===== src/rtl/emulib_rammodel_decoder_b_fifo_pkg.sv =====
// Shared rammodel header for the B-channel codec pair.
// Holds the bit positions of the 32-bit encoded B word, used by this decoder
// and by the matching encoder. It also holds small field-extraction helpers.
package emulib_rammodel_decoder_b_fifo_pkg;

    localparam int DATA_W    = 32;
    localparam int BID_LSB   = 16;
    localparam int BID_MSB   = 31;
    localparam int BRESP_LSB = 0;
    localparam int BRESP_MSB = 1;

    // Extract the BRESP field from an encoded B word.
    function automatic logic [1:0] get_bresp(input logic [DATA_W-1:0] word);
        return word[BRESP_MSB:BRESP_LSB];
    endfunction

endpackage


===== src/rtl/emulib_rammodel_decoder_b_fifo_if.sv =====
// Bus bundle for the B-channel decoder.
// It carries the encoded-word input handshake (data_valid/data_ready/data) and
// the AXI4 B master channel (axi_bvalid/axi_bready/axi_bid/axi_bresp).
//   master : the decoder side (it drives data_ready and the axi_b* outputs)
//   slave  : the environment side (it drives data_valid, data and axi_bready)
interface emulib_rammodel_decoder_b_fifo_if
    import emulib_rammodel_decoder_b_fifo_pkg::*;
#(
    parameter int ID_WIDTH = 4
);
    logic                data_valid;
    logic                data_ready;
    logic [DATA_W-1:0]   data;
    logic                axi_bvalid;
    logic                axi_bready;
    logic [ID_WIDTH-1:0] axi_bid;
    logic [1:0]          axi_bresp;

    modport master (
        input  data_valid, data, axi_bready,
        output data_ready, axi_bvalid, axi_bid, axi_bresp
    );

    modport slave (
        output data_valid, data, axi_bready,
        input  data_ready, axi_bvalid, axi_bid, axi_bresp
    );
endinterface


===== src/rtl/emulib_rammodel_bfifo.sv =====
// Generic synchronous FIFO. It is reusable for any rammodel response channel.
// The head entry is read from the storage array, so pop_data comes only from
// flops and has no path from push_data. Pushes are ignored when full, and pops
// are ignored when empty.
// Ports:
//   clk, rst          clock and asynchronous active-high reset
//   push, push_data   write request and write word
//   pop, pop_data     read request and current head word
//   full, empty       occupancy flags
//   count             occupancy, 0..DEPTH
module emulib_rammodel_bfifo #(
    parameter int WIDTH = 8,
    parameter int DEPTH = 4
) (
    input  logic                     clk,
    input  logic                     rst,
    input  logic                     push,
    input  logic [WIDTH-1:0]         push_data,
    input  logic                     pop,
    output logic [WIDTH-1:0]         pop_data,
    output logic                     full,
    output logic                     empty,
    output logic [$clog2(DEPTH):0]   count
);
    localparam int PTR_W = $clog2(DEPTH);
    localparam int CNT_W = PTR_W + 1;
    localparam logic [CNT_W-1:0] CNT_FULL = CNT_W'(DEPTH);

    logic [WIDTH-1:0] mem_r [DEPTH];
    logic [PTR_W-1:0] wr_ptr_r;
    logic [PTR_W-1:0] rd_ptr_r;
    logic [CNT_W-1:0] count_r;
    logic [CNT_W-1:0] count_nxt_s;
    logic             push_ok_s;
    logic             pop_ok_s;

    assign full      = (count_r == CNT_FULL);
    assign empty     = (count_r == CNT_W'(0));
    assign count     = count_r;
    assign push_ok_s = push && !full;
    assign pop_ok_s  = pop && !empty;
    assign pop_data  = mem_r[rd_ptr_r];

    // Next occupancy. A simultaneous push and pop leave the count unchanged.
    always_comb begin
        count_nxt_s = count_r;
        case ({push_ok_s, pop_ok_s})
            2'b10:   count_nxt_s = count_r + CNT_W'(1);
            2'b01:   count_nxt_s = count_r - CNT_W'(1);
            default: count_nxt_s = count_r;
        endcase
    end

    // Pointer and occupancy registers. DEPTH is a power of two, so the pointers wrap naturally.
    always_ff @(posedge clk or posedge rst) begin
        if (rst) begin
            wr_ptr_r <= PTR_W'(0);
            rd_ptr_r <= PTR_W'(0);
            count_r  <= CNT_W'(0);
        end else begin
            if (push_ok_s) begin
                wr_ptr_r <= wr_ptr_r + PTR_W'(1);
            end
            if (pop_ok_s) begin
                rd_ptr_r <= rd_ptr_r + PTR_W'(1);
            end
            count_r <= count_nxt_s;
        end
    end

    // Storage array. It is deliberately not reset, because contents are only observed while non-empty.
    always_ff @(posedge clk) begin
        if (push_ok_s) begin
            mem_r[wr_ptr_r] <= push_data;
        end
    end

endmodule


===== src/rtl/emulib_rammodel_decoder_b_fifo.sv =====
// B-channel decoder for the rammodel.
// It accepts encoded 32-bit B words and replays them, in strict FIFO order, as
// AXI4 write responses.
// The word carries BID in [31:16] (only the low ID_WIDTH bits are kept) and
// BRESP in [1:0]. Bits [15:2] are ignored.
// Ports:
//   clk, rst   clock and asynchronous active-high reset
//   bus        master side of the decoder interface (encoded input + AXI B out)
//   count      queue occupancy, 0..DEPTH
//   idle       high while the queue is empty
// data_ready depends only on occupancy, so axi_bready has no combinational
// path to it. When the queue is full, a same-cycle pop does not make room for
// a push.
module emulib_rammodel_decoder_b_fifo
    import emulib_rammodel_decoder_b_fifo_pkg::*;
#(
    parameter int ADDR_WIDTH = 32,
    parameter int DATA_WIDTH = 64,
    parameter int ID_WIDTH   = 4,
    parameter int DEPTH      = 4
) (
    input  logic                           clk,
    input  logic                           rst,
    emulib_rammodel_decoder_b_fifo_if.master bus,
    output logic [$clog2(DEPTH):0]         count,
    output logic                           idle
);
    localparam int ENTRY_W = ID_WIDTH + 2;
    localparam bit CFG_OK  = (ADDR_WIDTH > 0) && (DATA_WIDTH > 0) &&
                             (ID_WIDTH >= 1) && (ID_WIDTH <= BID_MSB - BID_LSB + 1) &&
                             (DEPTH >= 2) && (DEPTH <= 64) &&
                             ((DEPTH & (DEPTH - 1)) == 0);

    logic [ENTRY_W-1:0] push_entry_s;
    logic [ENTRY_W-1:0] head_entry_s;
    logic               push_s;
    logic               pop_s;
    logic               full_s;
    logic               empty_s;
    logic               data_unused_s;

    // Reject illegal configurations at elaboration.
    generate
        if (!CFG_OK) begin : g_bad_cfg
            $error("emulib_rammodel_decoder_b_fifo: illegal parameter set");
        end
    endgenerate

    // Queue entry = {BID, BRESP}. The upper BID bits and [15:2] are dropped.
    assign push_entry_s  = {bus.data[BID_LSB +: ID_WIDTH], get_bresp(bus.data)};
    // Whole-word reduction, so that the deliberately ignored bits count as consumed.
    assign data_unused_s = ^bus.data;

    assign push_s = bus.data_valid && !full_s;
    assign pop_s  = bus.axi_bready && !empty_s;

    emulib_rammodel_bfifo #(
        .WIDTH (ENTRY_W),
        .DEPTH (DEPTH)
    ) u_bfifo (
        .clk       (clk),
        .rst       (rst),
        .push      (push_s),
        .push_data (push_entry_s),
        .pop       (pop_s),
        .pop_data  (head_entry_s),
        .full      (full_s),
        .empty     (empty_s),
        .count     (count)
    );

    assign bus.data_ready = !full_s;
    assign bus.axi_bvalid = !empty_s;
    assign bus.axi_bid    = head_entry_s[ENTRY_W-1:2];
    assign bus.axi_bresp  = head_entry_s[1:0];
    assign idle           = empty_s;

endmodule


===== src/flat_wrapper.sv =====
// flat-port wrapper written by rule: the top's interface ports become plain ports
module emulib_rammodel_decoder_b_fifo_flat import emulib_rammodel_decoder_b_fifo_pkg::*;
#(
    parameter int ADDR_WIDTH = 32,
    parameter int DATA_WIDTH = 64,
    parameter int ID_WIDTH   = 4,
    parameter int DEPTH      = 4
)
  (clk, rst, count, idle, bus_data_valid, bus_data, bus_axi_bready, bus_data_ready, bus_axi_bvalid, bus_axi_bid, bus_axi_bresp);
  emulib_rammodel_decoder_b_fifo_if #(.ID_WIDTH(ID_WIDTH)) bus_i ();
  input  logic clk;
  input  logic rst;
  output logic [$clog2(DEPTH):0] count;
  output logic idle;
  input wire logic [$bits(bus_i.data_valid)-1:0] bus_data_valid;
  input wire logic [$bits(bus_i.data)-1:0] bus_data;
  input wire logic [$bits(bus_i.axi_bready)-1:0] bus_axi_bready;
  output wire logic [$bits(bus_i.data_ready)-1:0] bus_data_ready;
  output wire logic [$bits(bus_i.axi_bvalid)-1:0] bus_axi_bvalid;
  output wire logic [$bits(bus_i.axi_bid)-1:0] bus_axi_bid;
  output wire logic [$bits(bus_i.axi_bresp)-1:0] bus_axi_bresp;
  assign bus_i.data_valid = bus_data_valid;
  assign bus_i.data = bus_data;
  assign bus_i.axi_bready = bus_axi_bready;
  assign bus_data_ready = bus_i.data_ready;
  assign bus_axi_bvalid = bus_i.axi_bvalid;
  assign bus_axi_bid = bus_i.axi_bid;
  assign bus_axi_bresp = bus_i.axi_bresp;
  emulib_rammodel_decoder_b_fifo #(.ADDR_WIDTH(ADDR_WIDTH), .DATA_WIDTH(DATA_WIDTH), .ID_WIDTH(ID_WIDTH), .DEPTH(DEPTH)) u_core (.clk(clk), .rst(rst), .bus(bus_i), .count(count), .idle(idle));
endmodule

===== config.mk =====
export PLATFORM = sky130hd
export DESIGN_NAME = emulib_rammodel_decoder_b_fifo_flat
export DESIGN_NICKNAME = d
export VERILOG_FILES = /design/src/rtl/emulib_rammodel_decoder_b_fifo_pkg.sv /design/src/rtl/emulib_rammodel_decoder_b_fifo_if.sv /design/src/rtl/emulib_rammodel_bfifo.sv /design/src/rtl/emulib_rammodel_decoder_b_fifo.sv /design/src/flat_wrapper.sv
export SDC_FILE = /design/constraint.sdc
export NUM_CORES = 1
export LEC_CHECK = 0
export BUFFER_PORTS_ARGS = -buffer_cell sky130_fd_sc_hd__buf_2
export CAP_MARGIN = 20
export CELL_PAD_IN_SITES_DETAIL_PLACEMENT = 0
export CELL_PAD_IN_SITES_GLOBAL_PLACEMENT = 1
export CORE_MARGIN = 4
export CORE_UTILIZATION = 30
export CTS_CLUSTER_DIAMETER = 100
export CTS_CLUSTER_SIZE = 30
export DETAILED_ROUTE_END_ITERATION = 16
export PLACE_DENSITY_LB_ADDON = 0.08
export REMOVE_ABC_BUFFERS = 1
export SYNTH_ARGS = -nofsm -noshare
export SYNTH_HDL_FRONTEND = slang
export SYNTH_SLANG_ARGS = --single-unit
export TNS_END_PERCENT = 20

===== constraint.sdc =====
create_clock -name clk -period 4.5 [get_ports clk]
set_clock_uncertainty 0.1 [all_clocks]
set_input_delay 0 -clock clk [delete_from_list [all_inputs] [get_ports clk]]
set_output_delay 0 -clock clk [all_outputs]
set_load 0.02 [all_outputs]

After elaboration in Yosys (flattened, before gate mapping)
Memory sizes are Yosys's and may differ from the RTL's.
Index checks and enable logic that the tools add are counted.
{ "totals": {"ff_bits": 7, "latch_bits": 0, "mem_bits_rw": 24, "romBits": 0, "output_inout_bits": 12, "word_cells": 22, "mem_count": 1} }
{ "memory_table": {"columns": ["memory", "words", "width", "rd", "rd_ports_with_merged_regs", "wr", "line", "text"], "rows": [
  ["u_core.u_bfifo.mem_r", 4, 6, 1, 0, 1, "emulib_rammodel_bfifo.sv:29", "logic [WIDTH-1:0] mem_r [DEPTH];"]
]} }
{ "op_classes": {"add_sub_neg": 4, "mul": 0, "div": 0, "magnitude_cmp": 0, "eq_ne": 3, "shift": 0, "mux": 3, "bitwise": 0, "reduce_logical": 8} }
{ "op_table": {"columns": ["op", "n"], "rows": [
  ["$pmux 3 s2", 1],
  ["$add 2x1->2 const B", 2],
  ["$logic_and 1x1->1", 4],
  ["$add 3x1->3 const B", 1],
  ["$eq 3x3->1 const B", 1],
  ["$logic_not 3->1", 1],
  ["$sub 3x1->3 const B", 1],
  ["$eq 2x1->1 const B", 1],
  ["$eq 2x2->1 const B", 1],
  ["$logic_not 1->1", 2],
  ["$mux 1", 2],
  ["$reduce_bool 2->1", 1]
]} }

Longest topological paths before layout
{ "logic_depth": {"depth_word": 6, "depth_mapped": 9, "depth_no_buf": 9} }

By module
A second synthesis with hierarchy kept.
{ "unflattened": {"cells_unflattened": 75, "area_unflattened_um2": 1333.8} }
{ "by_module_without_submodules": {"columns": ["mod", "n_inst", "cells_per_inst", "area_per_inst_um2"], "rows": [
  ["emulib_rammodel_bfifo", 1, 71, 1313.8],
  ["emulib_rammodel_decoder_b_fifo", 1, 4, 20.0]
]} }

Least setup slack after synthesis
OpenSTA, ideal clock, no wires.
{ "synth_timing": {"kind": "reg2reg", "startpoint": "register u_core.u_bfifo.count_r[2], in the netlist u_core.u_bfifo.count[2]", "endpoint": "register u_core.u_bfifo.count_r[2], in the netlist u_core.u_bfifo.count[2]", "arrival_time_ps": 2148, "required_ps": 4320, "setup_slack_ps": 2172, "stages_incl_launch_ff": 10, "path_buffers": 0, "synth_period_minus_slack_ps": 2328, "path_cell_list": "dfrtp_1 > or3b_4 > and2_4 > inv_1 > ha_1 > inv_1 > fa_1 > xor2_1 > nor2_1 > xor2_1"} }
{ "synth_via": {"elab_chain_cells": 6, "word_cells_on_any_way": 14} }
{ "synth_lines": {"columns": ["element", "line", "text"], "rows": [
  ["start: declaration", "emulib_rammodel_bfifo.sv:32", "logic [CNT_W-1:0] count_r;"],
  ["start signal: assignment", "emulib_rammodel_bfifo.sv:67", "count_r <= count_nxt_s;"],
  ["$eq 3x3->1 *", "emulib_rammodel_bfifo.sv:37", "assign full = (count_r == CNT_FULL);"],
  ["$logic_not 1->1 *", null, null],
  ["via bus_data_ready", "flat_wrapper.sv:18", "output wire logic [$bits(bus_i.data_ready)-1:0] bus_data_ready;"],
  ["$logic_and 1x1->1", "emulib_rammodel_decoder_b_fifo.sv:54", "assign push_s = bus.data_valid && !full_s;"],
  ["$logic_and 1x1->1 *", "emulib_rammodel_bfifo.sv:40", "assign push_ok_s = push && !full;"],
  ["$eq 2x1->1 or $eq 2x2->1 (tied branches)", "emulib_rammodel_bfifo.sv:47", "case ({push_ok_s, pop_ok_s})"],
  ["$pmux 3 s2 or $reduce_bool 2->1 (tied branches)", null, null]
]} }
Mark *: on every way through the listed nets, which the timed path passes. The rest lies on a longest branch.
A chain may end at the register's enable or synchronous reset.

Final worst setup path
{ "layout_timing": {"startpoint": "register u_core.u_bfifo.count_r[2], in the netlist u_core.u_bfifo.count[2]", "endpoint": "register u_core.u_bfifo.count_r[2], in the netlist u_core.u_bfifo.count[2]"} }
{ "layout_via": {"elab_chain_cells": 6, "word_cells_on_any_way": 14} }
{ "layout_lines": {"columns": ["element", "line"], "rows": [
  ["$eq 3x3->1 or $logic_not 3->1 (tied branches)", "emulib_rammodel_bfifo.sv:37, emulib_rammodel_bfifo.sv:38"],
  ["$logic_not 1->1 (on tied branches)", null],
  ["$logic_and 1x1->1 (on tied branches)", "emulib_rammodel_decoder_b_fifo.sv:54, emulib_rammodel_decoder_b_fifo.sv:55"],
  ["$logic_and 1x1->1 (on tied branches)", "emulib_rammodel_bfifo.sv:40, emulib_rammodel_bfifo.sv:41"],
  ["$eq 2x1->1 or $eq 2x2->1 (tied branches)", "emulib_rammodel_bfifo.sv:47"],
  ["$pmux 3 s2 or $reduce_bool 2->1 (tied branches)", null]
]} }
Parallel ways exist; a longest one is shown, timed or not.

==> impl_metrics.env <==
export IMPL_path_buf_inv=2
export IMPL_finalHoldViolations=0
export IMPL_drive_gt1_share_pct=38.3
export IMPL_critPathLaunch="u_core.u_bfifo.count[2]"
export IMPL_cp_arrival_ns=2.48
export IMPL_syn_area_sq_um=1310
export IMPL_max_slew_margin_pct=67.5
export IMPL_avgSynthCellArea_sq_um=18.4
export IMPL_yosysUniqueCellTypes=19
export IMPL_synth_compound_area_share_pct=0.767
export IMPL_cts_setup_buffers=0
export IMPL_total_leakage_power_nw=0.659
export IMPL_worstSetupStartpointType="flip-flop"
export IMPL_reg2reg_from="u_core.u_bfifo.count[2]"
export IMPL_cts_max_level=2
export IMPL_fin_util_pct=39.7
export IMPL_tns_ns=0
export IMPL_rows=23
export IMPL_clk_pin_slew_ns=0.06
export IMPL_cp_required_ns=4.59
export IMPL_synthAdderAreaFrac_pct=6.33
export IMPL_clock_fmax_mhz=419
export IMPL_path_class="flip-flop to flip-flop"
export IMPL_die_x_um=74.0
export IMPL_yosysWarningCount=0
export IMPL_synth_top_family_by_area="multiplexers"
export IMPL_synth_area_mux_share_pct=12.3
export IMPL_hp_class="primary input to async pin"
export IMPL_dr_pass1_iters=2
export IMPL_tritoncts="built"
export IMPL_whs_ns=0.102
export IMPL_crit_family="simple AND/OR/NAND/NOR gates"
export IMPL_vias=668
export IMPL_vias_per_cell=4.25
export IMPL_clk_insertion_delay_late_ns=0.27
export IMPL_rsz0062_at_grt="no"
export IMPL_nets=148
export IMPL_grt_pass1_vias=673
export IMPL_grt_max_degree=10
export IMPL_end_kind="flip-flop"
export IMPL_overflow=0
export IMPL_dieArea_sq_um=5470
export IMPL_layout_min_cycle_time_ns=2.39
export IMPL_synth_cells=71
export IMPL_powerDensity_nw_per_um2=643
export IMPL_area_delta_synth_final_pct=25.2
export IMPL_fin_crit_sh_pct=53.0
export IMPL_final_common_cell="edfxtp_1"
export IMPL_grt_antenna_before_repair=0
export IMPL_numClockSinks=31
export IMPL_max_cap_viol_count=0
export IMPL_synth_simple_area_share_pct=4.99
export IMPL_fill_cells=380
export IMPL_setup_violations=0
export IMPL_detail_route_wl_per_cell_um=14.2
export IMPL_ant_nets=0
export IMPL_gp_congestion=0.709
export IMPL_status="completed"
export IMPL_crit_chain="or3b_4 -> and2_4 -> inv_1 -> ha_1 -> inv_1 -> fa_1 -> xor2_1 -> nor2_1 -> xor2_1"
export IMPL_critPathMaxFanout=6
export IMPL_clockBufferDepth=2
export IMPL_multi_input_area_sq_um=370
export IMPL_wl_um=2230
export IMPL_slowest_stage="or3b_4"
export IMPL_core_area_sq_um=4120
export IMPL_drtIter0Drc=30
export IMPL_seqCellArea_sq_um=896
export IMPL_grt_pass1_wl_um=3350
export IMPL_worstMarginPinSlew_ns=0.488
export IMPL_chipHeight_um=74.0
export IMPL_ys_ff_latch=31
export IMPL_cp_slowest_stage_delay_ns=0.44
export IMPL_grt_usage_pct=9.05
export IMPL_hpwl_um=1600
export IMPL_diodes=0
export IMPL_io_buffers=21
export IMPL_clockRootBuffer="clkbuf_8"
export IMPL_synth_xor_area_share_pct=4.03
export IMPL_cts_buffers=5
export IMPL_start_util_pct=31.7
export IMPL_ios=48
export IMPL_peakVddDrop_mv=0.199
export IMPL_maxSlewViolCount=0
export IMPL_yosysSeqAreaShare_pct=68.6
export IMPL_final_cell_mix="edfxtp_1, buf_2, dlygate4sd3_1"
export IMPL_route_detailed_drc=0
per-stage QoR:
stage | std cells | instance area, sq um | total power [W] | worst slack [ns]
2_1_floorplan | 69 | 1300 | 0.000736 | 2.17
3_3_place_gp | 140 | 1460 | 0.000857 | 2.17
3_5_place_dp | 140 | 1460 | 0.000861 | 2.14
4_1_cts | 157 | 1630 | 0.00107 | 2.13
5_1_grt | 157 | 1630 | 0.00112 | 2.04
6_report | 157 | 1630 | 0.00105 | 2.11
per-layer routing:
layer / global-route usage [%] / part of all wire [%] / wire [um]
met1: 11.4 / 47 / 1040
met2: 13.1 / 47 / 1040
met3: 4.86 / 5.5 / 122
met4: 3.62 / 0.67 / 15
met5: 0 / 0 / 0
registers in the layout, summed over array words and instances, names as in the netlist:
register                 count
u_core.u_bfifo.rd_ptr_r      2
u_core.u_bfifo.count         3
u_core.u_bfifo.mem_r        24
u_core.u_bfifo.wr_ptr_r      2
Yosys cell counts:
cell type / n / area (sq um)
nand2_1: 1 / 3.75
o31a_2: 1 / 10.0
edfxtp_1: 24 / 721
buf_2: 1 / 5.00
xor2_1: 3 / 26.3
and3_2: 4 / 30.0
or3b_4: 1 / 11.3
mux2_4: 1 / 15.0
mux2i_1: 1 / 10.0
buf_1: 1 / 3.75
dfrtp_1: 7 / 175
inv_1: 8 / 30.0
xnor2_1: 3 / 26.3
and2_4: 1 / 8.76
mux4_2: 6 / 135
or3_2: 1 / 7.51
fa_1: 1 / 20.0
nor2_1: 1 / 3.75
ha_1: 5 / 62.6
path summary, 6_finish.rpt:
check	cells after the start	slack [ns]	end
max reg2reg	9	2.11	u_core.u_bfifo.count[2]
min in group clk	2	0.38	u_core.u_bfifo.mem_r[1][0]
min	3	0.10	u_core.u_bfifo.count[1]
min reg2reg	1	0.45	u_core.u_bfifo.count[0]
max in group asynchronous	3	3.98	u_core.u_bfifo.count[2]
max	9	2.11	u_core.u_bfifo.count[2]
worst min-delay path, stage by stage:
cell and delay [ns]:
dlygate4sd3_1 0.53, buf_2 0.12, inv_1 0.22
cells by family (layout without fill, tap and decap cells):
group | after synthesis | count (layout)
adder cells (fa/ha/maj) | 6 | 6
XOR/XNOR | 6 | 6
flip-flops | 31 | 31
multiplexers | 8 | 8
AO/OA/AOI/OAI | 1 | 1
AND/OR/NAND/NOR | 9 | 9
buffers and inverters | 10 | 46
area by class of cell:
cell class / count / share of cell area, %
clock buffers: 8 / 4.90
inverters: 8 / 1.84
multi-input cells: 30 / 22.7
flip-flops and latches: 31 / 54.8
well taps: 50 / 3.83
repair buffers: 30 / 11.9
repair_timing:
item                      4_1_cts  5_1_grt
hold endpoints to repair       33        0
resized for setup               0        0
hold buffers                    9        0
power by group:
group / switching (W) / internal, W
clock network: 0.0000891 / 0.000109
registers: 0.0000723 / 0.000392
logic: 0.000204 / 0.000184
total: 0.000366 / 0.000685
Note: power is estimated with default switching activity, not from simulation.
